$ cat src/rtl/jtag_pkg.sv
// Shared TAP definitions: state encoding, opcode constants and the 1149.1 TMS graph.
package jtag_pkg;

    typedef enum logic [3:0] {
        TLR    = 4'd0,
        RTI    = 4'd1,
        SEL_DR = 4'd2,
        CAP_DR = 4'd3,
        SH_DR  = 4'd4,
        EX1_DR = 4'd5,
        PAU_DR = 4'd6,
        EX2_DR = 4'd7,
        UPD_DR = 4'd8,
        SEL_IR = 4'd9,
        CAP_IR = 4'd10,
        SH_IR  = 4'd11,
        EX1_IR = 4'd12,
        PAU_IR = 4'd13,
        EX2_IR = 4'd14,
        UPD_IR = 4'd15
    } tap_state_t;

    localparam int unsigned IDCODE_OP = 1;

    // All-ones opcode for an IR of the given width.
    function automatic int unsigned bypass_op(input int unsigned ir_width);
        return (32'd1 << ir_width) - 32'd1;
    endfunction

    function automatic tap_state_t next_state(input logic tms, input tap_state_t state);
        tap_state_t nxt;
        case (state)
            TLR:     nxt = tms ? TLR    : RTI;
            RTI:     nxt = tms ? SEL_DR : RTI;
            SEL_DR:  nxt = tms ? SEL_IR : CAP_DR;
            CAP_DR:  nxt = tms ? EX1_DR : SH_DR;
            SH_DR:   nxt = tms ? EX1_DR : SH_DR;
            EX1_DR:  nxt = tms ? UPD_DR : PAU_DR;
            PAU_DR:  nxt = tms ? EX2_DR : PAU_DR;
            EX2_DR:  nxt = tms ? UPD_DR : SH_DR;
            UPD_DR:  nxt = tms ? SEL_DR : RTI;
            SEL_IR:  nxt = tms ? TLR    : CAP_IR;
            CAP_IR:  nxt = tms ? EX1_IR : SH_IR;
            SH_IR:   nxt = tms ? EX1_IR : SH_IR;
            EX1_IR:  nxt = tms ? UPD_IR : PAU_IR;
            PAU_IR:  nxt = tms ? EX2_IR : PAU_IR;
            EX2_IR:  nxt = tms ? UPD_IR : SH_IR;
            UPD_IR:  nxt = tms ? SEL_DR : RTI;
            default: nxt = TLR;
        endcase
        return nxt;
    endfunction

endpackage

$ cat src/rtl/jtag_tap_fsm.sv
// 16-state TAP controller; advances on every rising TCK edge.
module jtag_tap_fsm
    import jtag_pkg::*;
(
    input  logic       clk,
    input  logic       rst,
    input  logic       tms,
    output logic [3:0] tap_state
);

    tap_state_t state_q, state_d;

    always_ff @(posedge clk) begin
        if (rst) begin
            state_q <= TLR;
        end else begin
            state_q <= state_d;
        end
    end

    always_comb begin
        state_d   = TLR;
        state_d   = next_state(tms, state_q);
        tap_state = state_q;
    end

endmodule

$ cat src/rtl/jtag_tap_multi.sv
// TAP with configurable IR, IDCODE, BYPASS and NUM_USER user data registers.
module jtag_tap_multi
    import jtag_pkg::*;
#(
    parameter int unsigned IR_WIDTH      = 4,
    parameter logic [31:0] IDCODE        = 32'h1000_0001,
    parameter int unsigned NUM_USER      = 2,
    parameter int unsigned USER_DR_WIDTH = 8
) (
    input  logic                              clk,
    input  logic                              rst,
    input  logic                              tms,
    input  logic                              tdi,
    output logic                              tdo,
    output logic                              tdo_oe,
    output logic [3:0]                        tap_state,
    output logic [IR_WIDTH-1:0]               ir_out,
    input  logic [NUM_USER*USER_DR_WIDTH-1:0] user_dr_in,
    output logic [NUM_USER*USER_DR_WIDTH-1:0] user_dr_out,
    output logic [NUM_USER-1:0]               user_update
);

    localparam int unsigned           UW        = USER_DR_WIDTH;
    localparam logic [IR_WIDTH-1:0]   IR_IDCODE = IR_WIDTH'(IDCODE_OP);

    tap_state_t state, state_nxt;

    logic [IR_WIDTH-1:0]    ir_sr, ir_q;
    logic [31:0]            id_sr;
    logic                   byp_sr;
    logic [UW-1:0]          usr_sr, usr_cap;
    logic [NUM_USER-1:0]    user_hit, user_upd_q;
    logic [NUM_USER*UW-1:0] user_dr_q;
    logic                   sel_id, sel_user;

    jtag_tap_fsm u_fsm (
        .clk       (clk),
        .rst       (rst),
        .tms       (tms),
        .tap_state (tap_state)
    );

    assign state     = tap_state_t'(tap_state);
    assign state_nxt = next_state(tms, state);

    // Opcodes outside IDCODE and the user range fall through to BYPASS.
    always_comb begin
        user_hit = '0;
        usr_cap  = '0;
        for (int i = 0; i < NUM_USER; i++) begin
            user_hit[i] = (ir_q == IR_WIDTH'(i + 2));
            if (user_hit[i]) usr_cap = user_dr_in[i*UW +: UW];
        end
        sel_id   = (ir_q == IR_IDCODE);
        sel_user = |user_hit;
    end

    always_ff @(posedge clk) begin
        if (rst) begin
            ir_sr      <= '0;
            ir_q       <= IR_IDCODE;
            id_sr      <= '0;
            byp_sr     <= 1'b0;
            usr_sr     <= '0;
            user_dr_q  <= '0;
            user_upd_q <= '0;
        end else begin
            user_upd_q <= '0;
            case (state)
                CAP_IR: ir_sr <= IR_WIDTH'(1);
                SH_IR:  ir_sr <= {tdi, ir_sr[IR_WIDTH-1:1]};
                UPD_IR: ir_q  <= ir_sr;
                CAP_DR: begin
                    if (sel_id)        id_sr  <= IDCODE;
                    else if (sel_user) usr_sr <= usr_cap;
                    else               byp_sr <= 1'b0;
                end
                SH_DR: begin
                    if (sel_id)        id_sr  <= {tdi, id_sr[31:1]};
                    else if (sel_user) usr_sr <= (usr_sr >> 1) | (UW'(tdi) << (UW - 1));
                    else               byp_sr <= tdi;
                end
                UPD_DR: begin
                    if (sel_user) begin
                        for (int i = 0; i < NUM_USER; i++) begin
                            if (user_hit[i]) user_dr_q[i*UW +: UW] <= usr_sr;
                        end
                        user_upd_q <= user_hit;
                    end
                end
                default: ;
            endcase
            // Lookahead so ir_out reads IDCODE in the same cycle tap_state reads TLR.
            if (state_nxt == TLR) ir_q <= IR_IDCODE;
        end
    end

    always_comb begin
        tdo    = 1'b0;
        tdo_oe = (state == SH_IR) || (state == SH_DR);
        if (state == SH_IR) begin
            tdo = ir_sr[0];
        end else if (state == SH_DR) begin
            if (sel_id)        tdo = id_sr[0];
            else if (sel_user) tdo = usr_sr[0];
            else               tdo = byp_sr;
        end
    end

    assign ir_out      = ir_q;
    assign user_dr_out = user_dr_q;
    assign user_update = user_upd_q;

endmodule
$ cat config.mk
export PLATFORM = sky130hd
export DESIGN_NAME = jtag_tap_multi
export DESIGN_NICKNAME = d
export VERILOG_FILES = /design/src/rtl/jtag_pkg.sv /design/src/rtl/jtag_tap_fsm.sv /design/src/rtl/jtag_tap_multi.sv
export SDC_FILE = /design/constraint.sdc
export NUM_CORES = 1
export LEC_CHECK = 0
export CAP_MARGIN = 10
export CORE_UTILIZATION = 61
export CTS_CLUSTER_DIAMETER = 200
export DETAILED_ROUTE_END_ITERATION = 10
export DONT_BUFFER_PORTS = 1
export PLACE_DENSITY = 0.77
export SYNTH_ARGS = -nofsm -noshare
export SYNTH_HDL_FRONTEND = slang
export SYNTH_SLANG_ARGS = --single-unit
$ cat constraint.sdc
create_clock -name clk -period 1.9 [get_ports clk]
set_clock_uncertainty 0.05 [all_clocks]
set_input_delay 0.19 -clock clk [delete_from_list [all_inputs] [get_ports clk]]
set_output_delay 0.19 -clock clk [all_outputs]
set_load 0.02 [all_outputs]
==> results.md, run 1 <==
- Run status: complete, but fails checks
- Failing checks: design-rule violations
- Number of synthesis warnings: 0
- Asr flop ratio synth: 0%
- RR Endpoint: usr_sr[0]$_SDFFE_PP0P_
- Grt total ovfl: 0
- Max Clock Freq: between 0.5 and 0.6 GHz
- Netlist area before placement: between 2000 and 3000 um^2
- RSZ-0062 raised after global routing: yes
- Main synth FF type: dfxtp_1
- Std-Cell Rows: 24
- First-pass GRT wire length: about 10000 um
- Starting Density: between 60% and 70%
- Mapped Cells: 314
- Inst Count DP: between 300 and 400
- Syn nets: approximately 330
- Final ANT Viol Nets: 0
- Largest net degree at the start of global routing: 58
- Number of synthesized register bits: slightly above 70
- Clk slew on worst S/H paths: around 0.070 ns
- Most frequent cells in the layout: 70 x dfxtp_1, 58 x nor2_1, 30 x a22oi_1, 26 x mux2i_1, 16 x nand2_1
- Worst min path class: primary input to register
- CP Capture Point: tdo
- CP endpoint kind: primary output
- Crit-path max FO: 16
- Starting DRT DRC Count: approximately 200
- Die Width: about 71 um
- FF-to-FF setup slack: 0.14 ns
- Initial antenna violation count: 0
- Non-Filler Instances: around 380
- VDD IR max: 684 uV
- Via Count: 2240
- Post-synthesis sequential area ratio: between 40% and 50%
- Share of cells above drive strength 1: a little over an eighth
- DRT Pass-1 Iters: 8
- Gr usage total: around 26%
- Root Buffer: clkbuf_8
- R2R Path Start: u_fsm.tap_state[1]$_SDFF_PP0_
- Vias/cell: around 6.0
- Drt drc: 4
- Max Cap Viol: 0
- Antenna diode count: 0
- Final setup fails: 0
- CTS buffer count: 9
- Netlist cell types: 45
- DP HPWL: 3680 um
- CP Class: register to primary output
- Core footprint: 4470 um^2
- Final Hold Vio Count: 0
- Final period util: slightly below 100%
- Post-layout minimum cycle time: 1.86 ns
- Slew Viols, Final: 0
- Final net count: 340
- Number of clock sinks: 71
- CP startpoint kind: register
- Clk Latency, worst-skew pair: around 0.34 ns
- Die height: roughly 71 um
- Pwr dens: 867 nW/um^2
- Hold path cells: 2
- Worst EP arrival: 1.62 ns
- Longest Clk Path Bufs: 2
- Vias in the first global route: 2123
- Gpl congestion: a little over 0.8
- Tot Pwr: 2.83 mW
- Layout area overhead: 11.7%
- P_leak: approximately 1.3 nW
- I/O pin count: 48
- Commonest non-fill, non-tap cell in the layout: dfxtp_1
- Critical path data required time: roughly 1.7 ns
- Post-synth EDFFs: 0
- Die footprint: just over 5000 um^2
- Input/output buffers: 0
- Wirelength per Cell: around 16 um
- Final WL: between 5000 and 6000 um
- CTS H-tree depth: 3
- Fin Setup TNS: 0 ns
- Syn Area/Cell: slightly above 9 um^2
- Reg2Reg Depth: 5
- Worst-margin pin slew: ~0.76 ns
- Crit path from: u_fsm.tap_state[3]$_SDFF_PP0_
- TritonCTS clock tree: built
- Core Util, Final: ~73%
- Slew headroom: between 40% and 50%
[worst min path at each step]
stage / slack, ns / end / from
floorplan: 0.24 / u_fsm.tap_state[0]$_SDFF_PP0_ / tms
global placement: 0.21 / ir_sr[2]$_SDFFE_PP0P_ / rst
detailed placement: 0.22 / ir_sr[3]$_SDFFE_PP0P_ / rst
CTS: 0.05 / u_fsm.tap_state[2]$_SDFF_PP0_ / rst
global route: 0.07 / user_update[0]$_SDFF_PP0_ / rst
finish: 0.08 / usr_sr[5]$_SDFFE_PP0P_ / rst
[report_power, final]
| group | switching, mW | leakage, nW | internal (mW) |
|---|---|---|---|
| sequential | 0.00853 | 0.572 | 1.49 |
| combinational | 0.0880 | 0.617 | 0.0457 |
| clock | 0.530 | 0.105 | 0.664 |
| total | 0.627 | 1.29 | 2.20 |
[per-stage QoR]
stage | hold slack, ns | worst slack, ns | cell area (um^2)
after floorplan | 0.240 | 0.241 | 2920
after global placement | 0.214 | -0.0209 | 2990
after detailed placement | 0.216 | -0.0632 | 2990
after CTS | 0.0505 | 0.00794 | 3240
after global routing | 0.0663 | -0.0323 | 3260
final | 0.0787 | 0.0410 | 3260
[registers in the layout, indices dropped and copies added, names as in the netlist]
register,cells
id_sr,32
user_dr_out,16
usr_sr,8
ir_out,4
ir_sr,4
u_fsm.tap_state,4
user_update,2
byp_sr,1
[metal layers]
metal | GRT usage (%) | part of all wire [%]
met1 | 34.0 | 47
met2 | 38.6 | 45
met3 | 7.31 | 6.4
met4 | 13.6 | 2.1
met5 | 0 | 0
[synth_stat cells (all sizes together) (3+ instances only)]
master	number	share of area [%]
a21oi	9	1.5
a221oi	3	0.90
a22o	8	2.4
a22oi	30	7.7
buf	15	3.3
clkbuf	9	1.2
dfxtp	71	49
inv	10	1.3
mux2i	26	8.9
nand2	16	2.1
nand3	6	1.0
nor2	59	7.7
nor2b	3	0.64
o21a	3	0.81
o21ai	18	3.2
[worst max-delay path, cell delays in order, from the launching register on]
cell and delay, ns:
dfxtp_1 0.37, buf_4 0.16, buf_6 0.18, nand2_1 0.13, nor2_4 0.17, nand3_1 0.09
nand2_1 0.17
[kinds of logic (layout without fill, tap and decap cells)]
group | after synthesis | after routing | synth area share (%)
AOI/OAI and AO/OA | 83 | 83 | 20.0
buffers and inverters | 34 | 44 | 5.78
muxes | 26 | 26 | 8.90
and+or+nand+nor | 100 | 100 | 16.7
DFF | 71 | 71 | 48.6
[cell type report]
class	instances	area (um^2)
Timing Repair Buffer	19	180
Clock inverter	4	45.0
Fill cell	341	1210
Multi-Input combinational cell	209	1360
Inverter	10	37.5
Sequential cell	71	1420
Tap cell	52	65.1
Clock buffer	11	151
[repair_timing]
action / in CTS / in global routing
endpoints found under the hold margin: 58 / 0
hold buffers: 3 / 0
endpoints found under the setup margin: 34 / 31
cloned: 0 / 0
pin swaps: 1 / 1
buffers inserted: 1 / 0
resized for setup: 2 / 5
(Power assumes the default switching activity.)
==> run 2: changes to the inputs <==
--- a/config.mk
+++ b/config.mk
@@ -6,6 +6,7 @@
 export NUM_CORES = 1
 export LEC_CHECK = 0
 export CAP_MARGIN = 10
+export CORE_MARGIN = 4
 export CORE_UTILIZATION = 61
 export CTS_CLUSTER_DIAMETER = 200
 export DETAILED_ROUTE_END_ITERATION = 10
==> run 2 against run 1 <==
The flow now finishes without violations. Die area rose by 18%. Worst setup slack got worse by 0.019 ns. Combinational power barely moved. Maximum frequency fell by 1.0%. Utilization fell by 0.32 points. Sequential cell count did not move. First-iteration DRC count fell by 26%. Non-clock buffer count rose by 1. Critical path depth fell by 1. Largest cell class unchanged.
==> results.md, run 2 (synthesis gave the netlist of run 1 again) <==
- Run status: complete, no violations
- GRT met2 Usage: 30.3% (-8.3 points)
- First-pass GRT wire length: 9970 um (-1.4%)
- Max Clock Freq: 0.532 GHz (-1.0%)
- DP HPWL: 3790 um (+3.0%)
- Worst min path class: primary input to register
- Final setup fails: 0 (unchanged)
- Vias in the first global route: 2108 (-0.71%)
- Buf/Inv on CP: 2 (unchanged)
- VDD IR max: 693 uV (+1.4%)
- Delay-heaviest family, CP: simple AND/OR/NAND/NOR gates
- Pwr dens: 876 nW/um^2 (+1.1%)
- Starting Density: 64.9% (-0.44 points)
- Starting DRT DRC Count: 150 (-26%)
- Worst-margin pin slew: 0.759 ns (+0.00347 ns)
- Die Width: 77.2 um (+8.4%)
- Initial antenna violation count: 0 (unchanged)
- Crit path cell chain: buf_6, nor4b_4, buf_4, o211ai_1, nand2_2
- Final net count: 341 (+0.29%)
- Final period util: 98.8% (+1.0 points)
- Drt drc: 0 (-4)
- Share of cells above drive strength 1: 13.8% (+0.57 points)
- Grt met1 use: 27.5% (-6.5 points)
- Layout area overhead: 11.9%
- Vias/cell: 6.09 (+2.2%)
- Slew Viols, Final: 0 (unchanged)
- Placed instance area: 2980 um^2 (-0.25%)
- Routing usage on met3: 7.85% (+0.53 points)
- CP endpoint kind: primary output
- Longest Clk Path Bufs: 2 (unchanged)
- Gr usage total: 20.9% (-4.9 points)
- Gpl congestion: 0.826 (+2.1%)
- Most frequent cells in the layout: 70 x dfxtp_1, 58 x nor2_1, 30 x a22oi_1, 26 x mux2i_1
- CP startpoint kind: register
- Max incr delay on CP: 0.37 ns (about the same)
- Inst Count DP: 356 (-0.28%)
- P_leak: 1.29 nW (-0.34%)
- Root Buffer: clkbuf_8
- Critical path data required time: 1.66 ns (about the same)
- Final Hold Vio Count: 0 (unchanged)
- Largest net degree at the start of global routing: 58 (unchanged)
- Antenna diode count: 0 (unchanged)
- Largest register FFs: 32 (unchanged)
- Die footprint: 5960 um^2 (+18%)
- GRT busiest layer: met2
- Final ANT Viol Nets: 0 (unchanged)
- DRT Pass-1 Iters: 5 (-3)
- Non-Filler Instances: 377 (+0.27%)
- Max Cap Viol: 0 (unchanged)
- Die height: 77.2 um (+8.4%)
- Core Util, Final: 72.6% (-0.32 points)
- Grt total ovfl: 0 (unchanged)
- Via Count: 2296 (+2.5%)
- Std-Cell Rows: 24 (unchanged)
- TritonCTS clock tree: built
- Slew headroom: 49.2% (-0.23 points)
- CP Class: register to primary output
- Number of clock sinks: 71 (unchanged)
- Clk slew on worst S/H paths: 0.07 ns (about the same)
- Largest register by flop count: id_sr
- Final WL: 6080 um (+1.8%)
- Input/output buffers: 0 (unchanged)
- Clk Latency, worst-skew pair: 0.34 ns (about the same)
- Post-layout minimum cycle time: 1.88 ns (+0.0191 ns)
- Wirelength per Cell: 16.1 um (+1.5%)
- I/O pin count: 48 (unchanged)
- Design Area, Final: 3270 um^2 (+0.23%)
- RSZ-0062 raised after global routing: yes
- Crit-path max FO: 5 (-11)
- Core footprint: 4500 um^2 (+0.67%)
- Commonest non-fill, non-tap cell in the layout: dfxtp_1
- Worst path slowest cell: nor4b_4
- Worst EP arrival: 1.64 ns (+0.02 ns)
- CTS H-tree depth: 3 (unchanged)
- CTS buffer count: 9 (unchanged)
## run 2: final cells by class
cell class              instances  area (um^2)
flip-flops and latches         71         1420
inverters                      10         37.5
well taps                      52         65.1
clock inverters                 4         53.8
multi-input cells             209         1360
clock buffers                  11          151
repair buffers                 20          184
fillers                       348         1230
## run 2: what timing repair did
action	4_1_cts	5_1_grt
hold buffers	3	0
endpoints found under the hold margin	58	0
setup buffers	0	3
endpoints found under the setup margin	32	34
resized for setup	1	5
pin swaps	0	2
## run 2: worst min-delay path, delay by kind of cell
kind,cells,cell delay [ns]
compound gates,3,0.17
## run 2: through the flow
stage	power [mW]	setup TNS [ns]	hold WS (ns)	setup slack, ns
floorplan	1.63	0	0.240	0.241
global placement	1.63	-0.0187	0.215	-0.00865
detailed placement	1.64	-1.03	0.220	-0.0507
CTS	2.87	-0.0452	0.00283	-0.0452
global route	2.96	-0.0521	-0.000468	-0.0521
finish	2.87	0	0.00913	0.0219
## run 2: where the power goes
| part | internal, mW | total [mW] | switching (mW) |
|---|---|---|---|
| logic | 0.0449 | 0.132 | 0.0870 |
| clock network | 0.675 | 1.23 | 0.559 |
| registers | 1.49 | 1.50 | 0.00723 |
| total | 2.21 | 2.87 | 0.653 |
## run 2: worst paths after layout
path	cells after the start	from	end	slack [ns]
max	5	u_fsm.tap_state[3]$_SDFF_PP0_	tdo	0.02
min	3	tms	u_fsm.tap_state[3]$_SDFF_PP0_	0.009
min reg2reg	2	id_sr[1]$_SDFFE_PP0P_	id_sr[0]$_SDFFE_PP0P_	0.42
max reg2reg	6	u_fsm.tap_state[3]$_SDFF_PP0_	usr_sr[6]$_SDFFE_PP0P_	0.10
## run 2: metal layers
metal / wire length, um / share of wire (%) / vias up
li1: - / - / 1129
met1: 2800 / 46 / 1090
met2: 2710 / 45 / 67
met3: 478 / 7.9 / 10
met4: 92 / 1.5 / 0
met5: 0 / 0 / -
